<file path="src/rtl/sprite_scheduler_if.sv">
`default_nettype none
// ============================================================================
// Module : sprite_scheduler_if
// Brief  : Draw-request handshake between the sprite scheduler and drawer.
// Rev    : 1.0  initial release
// ============================================================================
interface sprite_scheduler_if;
    logic       DS_Enable;
    logic [7:0] DS_X;
    logic [6:0] DS_Y;
    logic [2:0] DS_Sprite;
    logic [2:0] DS_AnimStep;
    logic [4:0] DS_Width;
    logic [4:0] DS_Height;
    logic       DS_Done;

    modport master (
        output DS_Enable, DS_X, DS_Y, DS_Sprite, DS_AnimStep, DS_Width, DS_Height,
        input  DS_Done
    );

    modport slave (
        input  DS_Enable, DS_X, DS_Y, DS_Sprite, DS_AnimStep, DS_Width, DS_Height,
        output DS_Done
    );
endinterface
`default_nettype wire

</file>
<file path="src/rtl/sprite_scheduler.sv">
`default_nettype none
// ============================================================================
// Module : sprite_scheduler
// Brief  : Walks the object table once per vblank, issuing one draw per entry.
// Rev    : 1.0  initial release
// ============================================================================
module sprite_scheduler #(
    parameter int NUM_OBJ    = 8,
    parameter int ANIM_DIV   = 4,
    parameter int ANIM_STEPS = 4
) (
    input  wire        Clock,
    input  wire        Resetn,
    input  wire        FrameStart,
    input  wire        WrEn,
    input  wire  [2:0] WrIdx,
    input  wire        WrValid,
    input  wire        WrAnim,
    input  wire  [7:0] WrX,
    input  wire  [6:0] WrY,
    input  wire  [2:0] WrSprite,
    input  wire  [4:0] WrWidth,
    input  wire  [4:0] WrHeight,
    sprite_scheduler_if.master ds,
    output logic [2:0] AnimStep,
    output logic       Busy,
    output logic       FrameDone,
    output logic       Overrun
);

    localparam logic [3:0] c_num_obj   = 4'(NUM_OBJ);
    localparam logic [2:0] c_last_idx  = 3'(NUM_OBJ - 1);
    localparam logic [7:0] c_div_last  = 8'(ANIM_DIV - 1);
    localparam logic [2:0] c_step_last = 3'(ANIM_STEPS - 1);

    typedef enum logic [2:0] {
        IDLE    = 3'd0,
        SCAN    = 3'd1,
        ISSUE   = 3'd2,
        WAIT_LO = 3'd3,
        WAIT_HI = 3'd4,
        FINISH  = 3'd5
    } state_t;

    typedef struct packed {
        logic       valid;
        logic       anim;
        logic [7:0] x;
        logic [6:0] y;
        logic [2:0] sprite;
        logic [4:0] width;
        logic [4:0] height;
    } entry_t;

    typedef struct packed {
        logic [7:0] x;
        logic [6:0] y;
        logic [2:0] sprite;
        logic [2:0] step;
        logic [4:0] width;
        logic [4:0] height;
    } draw_t;

    state_t     state_q, state_d;
    logic [2:0] idx_q, idx_d;
    logic [7:0] frame_cnt_q, frame_cnt_d;
    logic [2:0] anim_step_q, anim_step_d;
    draw_t      ds_q, ds_d;
    entry_t     tbl_q [8];
    entry_t     tbl_d [8];
    entry_t     w_cur;

    // Table is written in every state; out-of-range indices are dropped.
    always_comb begin
        tbl_d = tbl_q;
        if (WrEn && ({1'b0, WrIdx} < c_num_obj)) begin
            tbl_d[WrIdx] = '{valid: WrValid, anim: WrAnim, x: WrX, y: WrY,
                             sprite: WrSprite, width: WrWidth, height: WrHeight};
        end
    end

    always_comb begin
        state_d     = state_q;
        idx_d       = idx_q;
        frame_cnt_d = frame_cnt_q;
        anim_step_d = anim_step_q;
        ds_d        = ds_q;
        w_cur       = tbl_q[idx_q];

        case (state_q)
            IDLE: begin
                if (FrameStart) begin
                    idx_d   = 3'd0;
                    state_d = SCAN;
                end
            end
            SCAN: begin
                if (w_cur.valid) begin
                    // A valid entry waits here until the drawer is idle.
                    if (ds.DS_Done) begin
                        state_d = ISSUE;
                        ds_d    = '{x: w_cur.x, y: w_cur.y, sprite: w_cur.sprite,
                                    step: w_cur.anim ? anim_step_q : 3'd0,
                                    width: w_cur.width, height: w_cur.height};
                    end
                end else if (idx_q == c_last_idx) begin
                    state_d = FINISH;
                end else begin
                    idx_d = idx_q + 3'd1;
                end
            end
            ISSUE: begin
                state_d = WAIT_LO;
            end
            WAIT_LO: begin
                if (!ds.DS_Done) state_d = WAIT_HI;
            end
            WAIT_HI: begin
                if (ds.DS_Done) begin
                    if (idx_q == c_last_idx) begin
                        state_d = FINISH;
                    end else begin
                        idx_d   = idx_q + 3'd1;
                        state_d = SCAN;
                    end
                end
            end
            FINISH: begin
                state_d = IDLE;
                if (frame_cnt_q == c_div_last) begin
                    frame_cnt_d = 8'd0;
                    anim_step_d = (anim_step_q == c_step_last) ? 3'd0 : anim_step_q + 3'd1;
                end else begin
                    frame_cnt_d = frame_cnt_q + 8'd1;
                end
            end
            default: begin
                state_d = IDLE;
            end
        endcase
    end

    always_ff @(posedge Clock or negedge Resetn) begin
        if (!Resetn) begin
            state_q     <= IDLE;
            idx_q       <= 3'd0;
            frame_cnt_q <= 8'd0;
            anim_step_q <= 3'd0;
            ds_q        <= '0;
            for (int i = 0; i < 8; i++) tbl_q[i] <= '0;
        end else begin
            state_q     <= state_d;
            idx_q       <= idx_d;
            frame_cnt_q <= frame_cnt_d;
            anim_step_q <= anim_step_d;
            ds_q        <= ds_d;
            for (int i = 0; i < 8; i++) tbl_q[i] <= tbl_d[i];
        end
    end

    assign ds.DS_Enable   = (state_q == ISSUE);
    assign ds.DS_X        = ds_q.x;
    assign ds.DS_Y        = ds_q.y;
    assign ds.DS_Sprite   = ds_q.sprite;
    assign ds.DS_AnimStep = ds_q.step;
    assign ds.DS_Width    = ds_q.width;
    assign ds.DS_Height   = ds_q.height;

    assign AnimStep  = anim_step_q;
    assign Busy      = (state_q != IDLE);
    assign FrameDone = (state_q == FINISH);
    // Any FrameStart outside IDLE, FINISH included, is dropped and flagged.
    assign Overrun   = FrameStart && (state_q != IDLE);

endmodule
`default_nettype wire
</file>
<file path="src/flat_wrapper.sv">
// flat-port wrapper written by rule: the top's interface ports become plain ports
module sprite_scheduler_flat 
#(
    parameter int NUM_OBJ    = 8,
    parameter int ANIM_DIV   = 4,
    parameter int ANIM_STEPS = 4
)
  (Clock, Resetn, FrameStart, WrEn, WrIdx, WrValid, WrAnim, WrX, WrY, WrSprite, WrWidth, WrHeight, AnimStep, Busy, FrameDone, Overrun, ds_DS_Enable, ds_DS_X, ds_DS_Y, ds_DS_Sprite, ds_DS_AnimStep, ds_DS_Width, ds_DS_Height, ds_DS_Done);
  sprite_scheduler_if ds_i ();
  input  wire Clock;
  input  wire Resetn;
  input  wire FrameStart;
  input  wire WrEn;
  input  wire  [2:0] WrIdx;
  input  wire WrValid;
  input  wire WrAnim;
  input  wire  [7:0] WrX;
  input  wire  [6:0] WrY;
  input  wire  [2:0] WrSprite;
  input  wire  [4:0] WrWidth;
  input  wire  [4:0] WrHeight;
  output logic [2:0] AnimStep;
  output logic Busy;
  output logic FrameDone;
  output logic Overrun;
  output wire logic [$bits(ds_i.DS_Enable)-1:0] ds_DS_Enable;
  output wire logic [$bits(ds_i.DS_X)-1:0] ds_DS_X;
  output wire logic [$bits(ds_i.DS_Y)-1:0] ds_DS_Y;
  output wire logic [$bits(ds_i.DS_Sprite)-1:0] ds_DS_Sprite;
  output wire logic [$bits(ds_i.DS_AnimStep)-1:0] ds_DS_AnimStep;
  output wire logic [$bits(ds_i.DS_Width)-1:0] ds_DS_Width;
  output wire logic [$bits(ds_i.DS_Height)-1:0] ds_DS_Height;
  input wire logic [$bits(ds_i.DS_Done)-1:0] ds_DS_Done;
  assign ds_DS_Enable = ds_i.DS_Enable;
  assign ds_DS_X = ds_i.DS_X;
  assign ds_DS_Y = ds_i.DS_Y;
  assign ds_DS_Sprite = ds_i.DS_Sprite;
  assign ds_DS_AnimStep = ds_i.DS_AnimStep;
  assign ds_DS_Width = ds_i.DS_Width;
  assign ds_DS_Height = ds_i.DS_Height;
  assign ds_i.DS_Done = ds_DS_Done;
  sprite_scheduler #(.NUM_OBJ(NUM_OBJ), .ANIM_DIV(ANIM_DIV), .ANIM_STEPS(ANIM_STEPS)) u_core (.Clock(Clock), .Resetn(Resetn), .FrameStart(FrameStart), .WrEn(WrEn), .WrIdx(WrIdx), .WrValid(WrValid), .WrAnim(WrAnim), .WrX(WrX), .WrY(WrY), .WrSprite(WrSprite), .WrWidth(WrWidth), .WrHeight(WrHeight), .ds(ds_i), .AnimStep(AnimStep), .Busy(Busy), .FrameDone(FrameDone), .Overrun(Overrun));
endmodule
</file>
<file path="config.mk">
export PLATFORM = sky130hd
export DESIGN_NAME = sprite_scheduler_flat
export DESIGN_NICKNAME = d
export VERILOG_FILES = /design/src/rtl/sprite_scheduler_if.sv /design/src/rtl/sprite_scheduler.sv /design/src/flat_wrapper.sv
export SDC_FILE = /design/constraint.sdc
export NUM_CORES = 1
export LEC_CHECK = 0
export CAP_MARGIN = 15
export CORE_MARGIN = 2
export CORE_UTILIZATION = 35
export DETAILED_ROUTE_END_ITERATION = 6
export DONT_BUFFER_PORTS = 1
export PLACE_DENSITY = 0.61
export REMOVE_ABC_BUFFERS = 1
export SKIP_CTS_REPAIR_TIMING = 1
export SLEW_MARGIN = 20
export SYNTH_ARGS = -nofsm -noshare
export SYNTH_HDL_FRONTEND = slang
export SYNTH_SLANG_ARGS = --single-unit
</file>
<file path="constraint.sdc">
create_clock -name Clock -period 2.3 [get_ports Clock]
set_clock_uncertainty 0.05 [all_clocks]
set_input_delay 0.46 -clock Clock [delete_from_list [all_inputs] [get_ports Clock]]
set_output_delay 0.46 -clock Clock [all_outputs]
set_load 0.1 [all_outputs]
</file>
# ---- Yosys cells after proc, flatten, opt, wreduce, memory -nomap -nowiden
# Cells that the tools add are included.
dict set report totals {
  word_cells 119
  reg_bits 288
  input_bits 38
  output_inout_bits 38
}
dict set report classes {
  reduce_logical 9
  eq_ne 14
  magnitude_cmp 3
  mux 22
  n_bitwise 2
  addsub 3
}
# cell count
set op_table {}
lappend op_table {{bitwise mux 240 bit} 1}
lappend op_table {{binary-select mux 30 bit (select 3 bit)} 1}
lappend op_table {{demux 30 bit (select 3 bit)} 1}
lappend op_table {{two-way mux 30 bit} 3}
lappend op_table {{two-way mux 3 bit} 13}
lappend op_table {{case mux 3 bit (5 select lines)} 1}
lappend op_table {{== test 3 x 2 -> 1 bit (second input constant)} 3}
lappend op_table {{== test 3 bit (second input constant)} 3}
lappend op_table {{case mux 3 bit (3 select lines)} 1}
lappend op_table {{adder 8 x 1 -> 8 bit (second input constant)} 1}
lappend op_table {{== test 8 x 2 -> 1 bit (second input constant)} 1}
lappend op_table {{greater-or-equal comparator 4 bit (second input constant)} 2}
lappend op_table {{two-way mux 8 bit} 1}
lappend op_table {{!= test 2 bit (second input constant)} 4}
lappend op_table {{NOT 3 -> 4 bit} 2}
lappend op_table {{adder 3 x 1 -> 3 bit (second input constant)} 2}
lappend op_table {{nonzero test 3 bit} 2}
lappend op_table {{AND reduction 5 bit} 1}
lappend op_table {{less-than comparator 4 x 1 -> 1 bit (second input constant)} 1}
lappend op_table {{AND reduction 4 bit} 1}
lappend op_table {{== test 3 x 1 -> 1 bit (second input constant)} 1}
lappend op_table {{zero test 3 bit} 1}
lappend op_table {{!= test 3 x 1 -> 1 bit (second input constant)} 1}
lappend op_table {{!= test 3 bit (second input constant)} 1}
lappend op_table {{3 further kinds} 4}

# ---- Depth between registers and ports, before layout
dict set report logic_depth {
  ltp_word 6
  mapped_depth 7
  ltp_nobuf 6
}

# ---- Worst setup path after synthesis
# Ideal clock, no wire load.
dict set report synth_path {
  path_type {register -> output}
  startpoint {register u_core.state_q[2]}
  endpoint {output port ds_DS_Enable}
  n_path_buf 2
  required_time_ns 1.790
  arrival_time_ns 2.757
  stages_incl_launch_ff 4
  slack_ns -0.967
  path_cell_list {dfrtp_1 -> clkbuf_1 -> clkbuf_1 -> nor3_1}
}
dict set report synth_via {
  elab_chain_cells 1
}
# element line
set synth_lines {}
lappend synth_lines {{from (decl)} sprite_scheduler.sv:64} ;# state_t state_q, state_d;
lappend synth_lines {{from (signal assigned)} sprite_scheduler.sv:152} ;# state_q <= state_d;
lappend synth_lines {{== test 3 x 2 -> 1 bit} sprite_scheduler.sv:161} ;# assign ds.DS_Enable = (state_q == ISSUE);
lappend synth_lines {{to (decl)} flat_wrapper.sv:26} ;# output wire logic [$bits(ds_i.DS_Enable)-1:0] ds_DS_Enable;
# No other way between the ends.

# ---- Final worst setup path
dict set report layout_path {
  startpoint {register u_core.state_q[2]}
  endpoint {output port Overrun}
}
dict set report layout_via {
  elab_chain_cells 2
}
# element line
set layout_lines {}
lappend layout_lines {{nonzero test 3 bit} sprite_scheduler.sv:173} ;# assign Overrun = FrameStart && (state_q != IDLE);
lappend layout_lines {{logical AND 1 bit} sprite_scheduler.sv:173}
lappend layout_lines {{to (decl)} flat_wrapper.sv:25} ;# output logic Overrun;
# No other way between the ends.

==> metrics.cfg <==
[run_status]
status = finished with violations
violations = negative hold slack

[yosys]
syn_area_per_cell_sq_um = 15.1
yosysUniqueCellTypes = 44
yosys_warnings = 0
synth_area_sq_um = 12900
synth_enable_flop_cells = 0
syn_inst = 860
async_flop_share = 1.00
synth_seq_cells = 288
synthFlopType = dfrtp_1
yosysSeqAreaShare = 0.557

[layout]
seqCellArea_sq_um = 7210
multi_input_area_sq_um = 5500
fillers = 3240
drive_gt1_frac = 0.479
utilization = 0.418
layout.nets = 959
synthToLayoutAreaGrowth_pct = 17.9

[sta]
timing.fmax_mhz = 442
min_period_ps = 2260
setup_viol = 0
hold_slack_ps = -453
layout_worst_path_cycle_share = 0.983
setup-tns-final_ps = 0
slew_headroom = 0.344
drv_slew = 0
final_hold_viol_count = 288
worstMarginPinSlew_ps = 983

[worst_setup_path]
r2r-end = u_core.ds.DS_X[0]
startpoint_type = register
cp.arrival_ps = 1750
critical-path-slowest-cell = dfrtp_2
required_ps = 1790
max_stage_delay_ps = 470
path_class = register to output pin
cp_max_fo = 10
end_kind = output pin
rr_startpoint = u_core.idx_q[0]
path_cells = or3_4, and2_1, buf_12
r2r_slack_ps = 130
ff2ff_path_depth = 5

[clock_network]
insertion_delay_ps = 560
worst_setup_hold_path_clk_slew_ps = 60
htreeDepth = 1
clk_root_buffer_cell = clkbuf_16
cts_tree = yes
cts.sink_count = 288
cts_buffer_depth = 3
cts_buffers = 31

[pwr]
p_leak_uw = 0.00660
ir_worst_vdd_mv = 0.660
power_density_nw_per_um2 = 1260

[floorplan]
die-height_microns = 196
die-area_sq_um = 38500
core_sq_um = 36500
ioPinCount = 76
die_w_microns = 196
start_util = 0.355
row_count = 70

[detailed_routing]
top_layer = met4
drt_pass1_iterations = 4
ant_nets = 0
viasPerCell = 5.09
drt_iter0_drc = 340
wl_met2_microns = 13300
route.met3.wl_microns = 1480
wl_microns = 28200
met1Wirelength_microns = 13000
vias = 7170
drc = 0
wire_per_inst_microns = 20.0

[grt]
grt_pass1_vias = 7369
grt_max_degree = 289
grt.total_usage = 0.146
grt-ovfl-total = 0
grt_pass1_wl_microns = 44100
antenna_found_initial = 1

[run]
drv_cap = 0

[placed_design]
io_buffers = 0
dp_hpwl_microns = 15600
gp_congestion = 0.705

[worst_hold_path]
hold_path_class = primary input to asynchronous set/reset pin

## synthesized netlist by cell type, types with 2 or more instances
| library cell | instances | share of area |
|---|---|---|
| nand3_1 | 3 | 0.0012 |
| o22ai_1 | 2 | 0.00097 |
| buf_1 | 6 | 0.0017 |
| nand4_1 | 4 | 0.0019 |
| a21oi_1 | 6 | 0.0023 |
| inv_1 | 10 | 0.0029 |
| and3_1 | 3 | 0.0014 |
| a21o_1 | 2 | 0.0012 |
| nor3b_1 | 2 | 0.0012 |
| nand2_1 | 98 | 0.028 |
| ha_1 | 4 | 0.0039 |
| clkbuf_1 | 34 | 0.0099 |
| o31ai_1 | 2 | 0.0012 |
| dfrtp_1 | 288 | 0.56 |
| mux2i_1 | 7 | 0.0054 |
| buf_6 | 4 | 0.0035 |
| nand4b_1 | 3 | 0.0020 |
| nor2_1 | 3 | 0.00087 |
| mux2_2 | 245 | 0.21 |
| o21ai_0 | 2 | 0.00077 |
| nor3_1 | 9 | 0.0035 |
| mux4_2 | 58 | 0.10 |
| xnor2_1 | 6 | 0.0041 |
| buf_2 | 10 | 0.0039 |
| nand2b_1 | 3 | 0.0014 |
| mux2_4 | 28 | 0.032 |
## worst max-delay path, delay by kind of cell (launching register included)
family | cells | cell delay, ps
buffers and inverters | 1 | 170
DFF | 1 | 470
and+or+nand+nor | 2 | 540
## cell usage in the layout (no fill, tap or decap), drive strengths merged, types with 2 or more instances in the layout
| cell | instances |
|---|---|
| a21o | 2 |
| a21oi | 6 |
| and3 | 3 |
| buf | 50 |
| bufinv | 5 |
| clkbuf | 46 |
| clkinv | 6 |
| dfrtp | 288 |
| dlygate4sd3 | 27 |
| ha | 4 |
| inv | 11 |
| mux2 | 274 |
| mux2i | 7 |
| mux4 | 58 |
| nand2 | 98 |
| nand2b | 3 |
| nand3 | 3 |
| nand4 | 5 |
| nand4b | 3 |
| nor2 | 4 |
| nor3 | 10 |
| nor3b | 2 |
| o21ai | 2 |
| o22ai | 2 |
| o31ai | 2 |
| or3 | 2 |
| xnor2 | 6 |
## stage by stage
stage | instances | area [sq um] | total power [uW] | setup WS (ps)
6_report | 1410 | 15300 | 19300 | 39.9
5_1_grt | 1410 | 15300 | 20300 | -11.0
4_1_cts | 1374 | 14900 | 19400 | -110
3_5_place_dp | 1317 | 13800 | 13900 | 124
3_3_place_gp | 1317 | 13800 | 13800 | 132
2_1_floorplan | 806 | 12700 | 12600 | -2600
## worst max-delay path by stage
stage | end | from
final | Overrun | u_core.state_q[2]
after global routing | Overrun | u_core.state_q[2]
after CTS | Overrun | u_core.state_q[2]
after detailed placement | u_core.idx_q[0] | u_core.idx_q[0]
after global placement | u_core.idx_q[0] | u_core.idx_q[0]
after floorplan | u_core.ds.DS_Height[0] | u_core.idx_q[0]
## routing by layer
layer  up-vias  GRT usage
met5         -          0
met4         0     0.0300
met3        36     0.0404
met2       106      0.238
met1      3793      0.197
li1       3235          -
## flip-flops by register name, indices dropped and copies added, names as in the netlist
| signal | count |
|---|---|
| u_core.idx_q | 3 |
| u_core.frame_cnt_q | 8 |
| u_core.ds.DS_X | 8 |
| u_core.tbl_q | 240 |
| u_core.ds.DS_Width | 5 |
| u_core.AnimStep | 3 |
| u_core.ds.DS_Y | 7 |
| u_core.state_q | 3 |
| u_core.ds.DS_Sprite | 3 |
| u_core.ds.DS_AnimStep | 3 |
| u_core.ds.DS_Height | 5 |
## where the power goes
| part | switching [uW] | internal, uW | total [uW] |
|---|---|---|---|
| logic | 2720 | 2950 | 5670 |
| clock network | 2030 | 3310 | 5340 |
| registers | 1990 | 6300 | 8290 |
| total | 6740 | 12600 | 19300 |
## logic make-up after synthesis
group | count (synthesis) | share of synthesized area
muxes | 339 | 0.353
DFF | 288 | 0.557
and+or+nand+nor | 138 | 0.0482
buffers and inverters | 64 | 0.0218
AOI/OAI and AO/OA | 20 | 0.0120
xor gates and xnor gates | 7 | 0.00474
adders and majority gates | 4 | 0.00387
## layout make-up
cell class	instances	area share
flip-flops and latches	288	0.472
multi-input cells	508	0.360
repair buffers	78	0.0540
well taps	468	0.0383
inverters	10	0.00246
clock inverters	12	0.0124
clock buffers	45	0.0601
diodes	1	0.000164
Note: power is estimated with default switching activity, not from simulation.
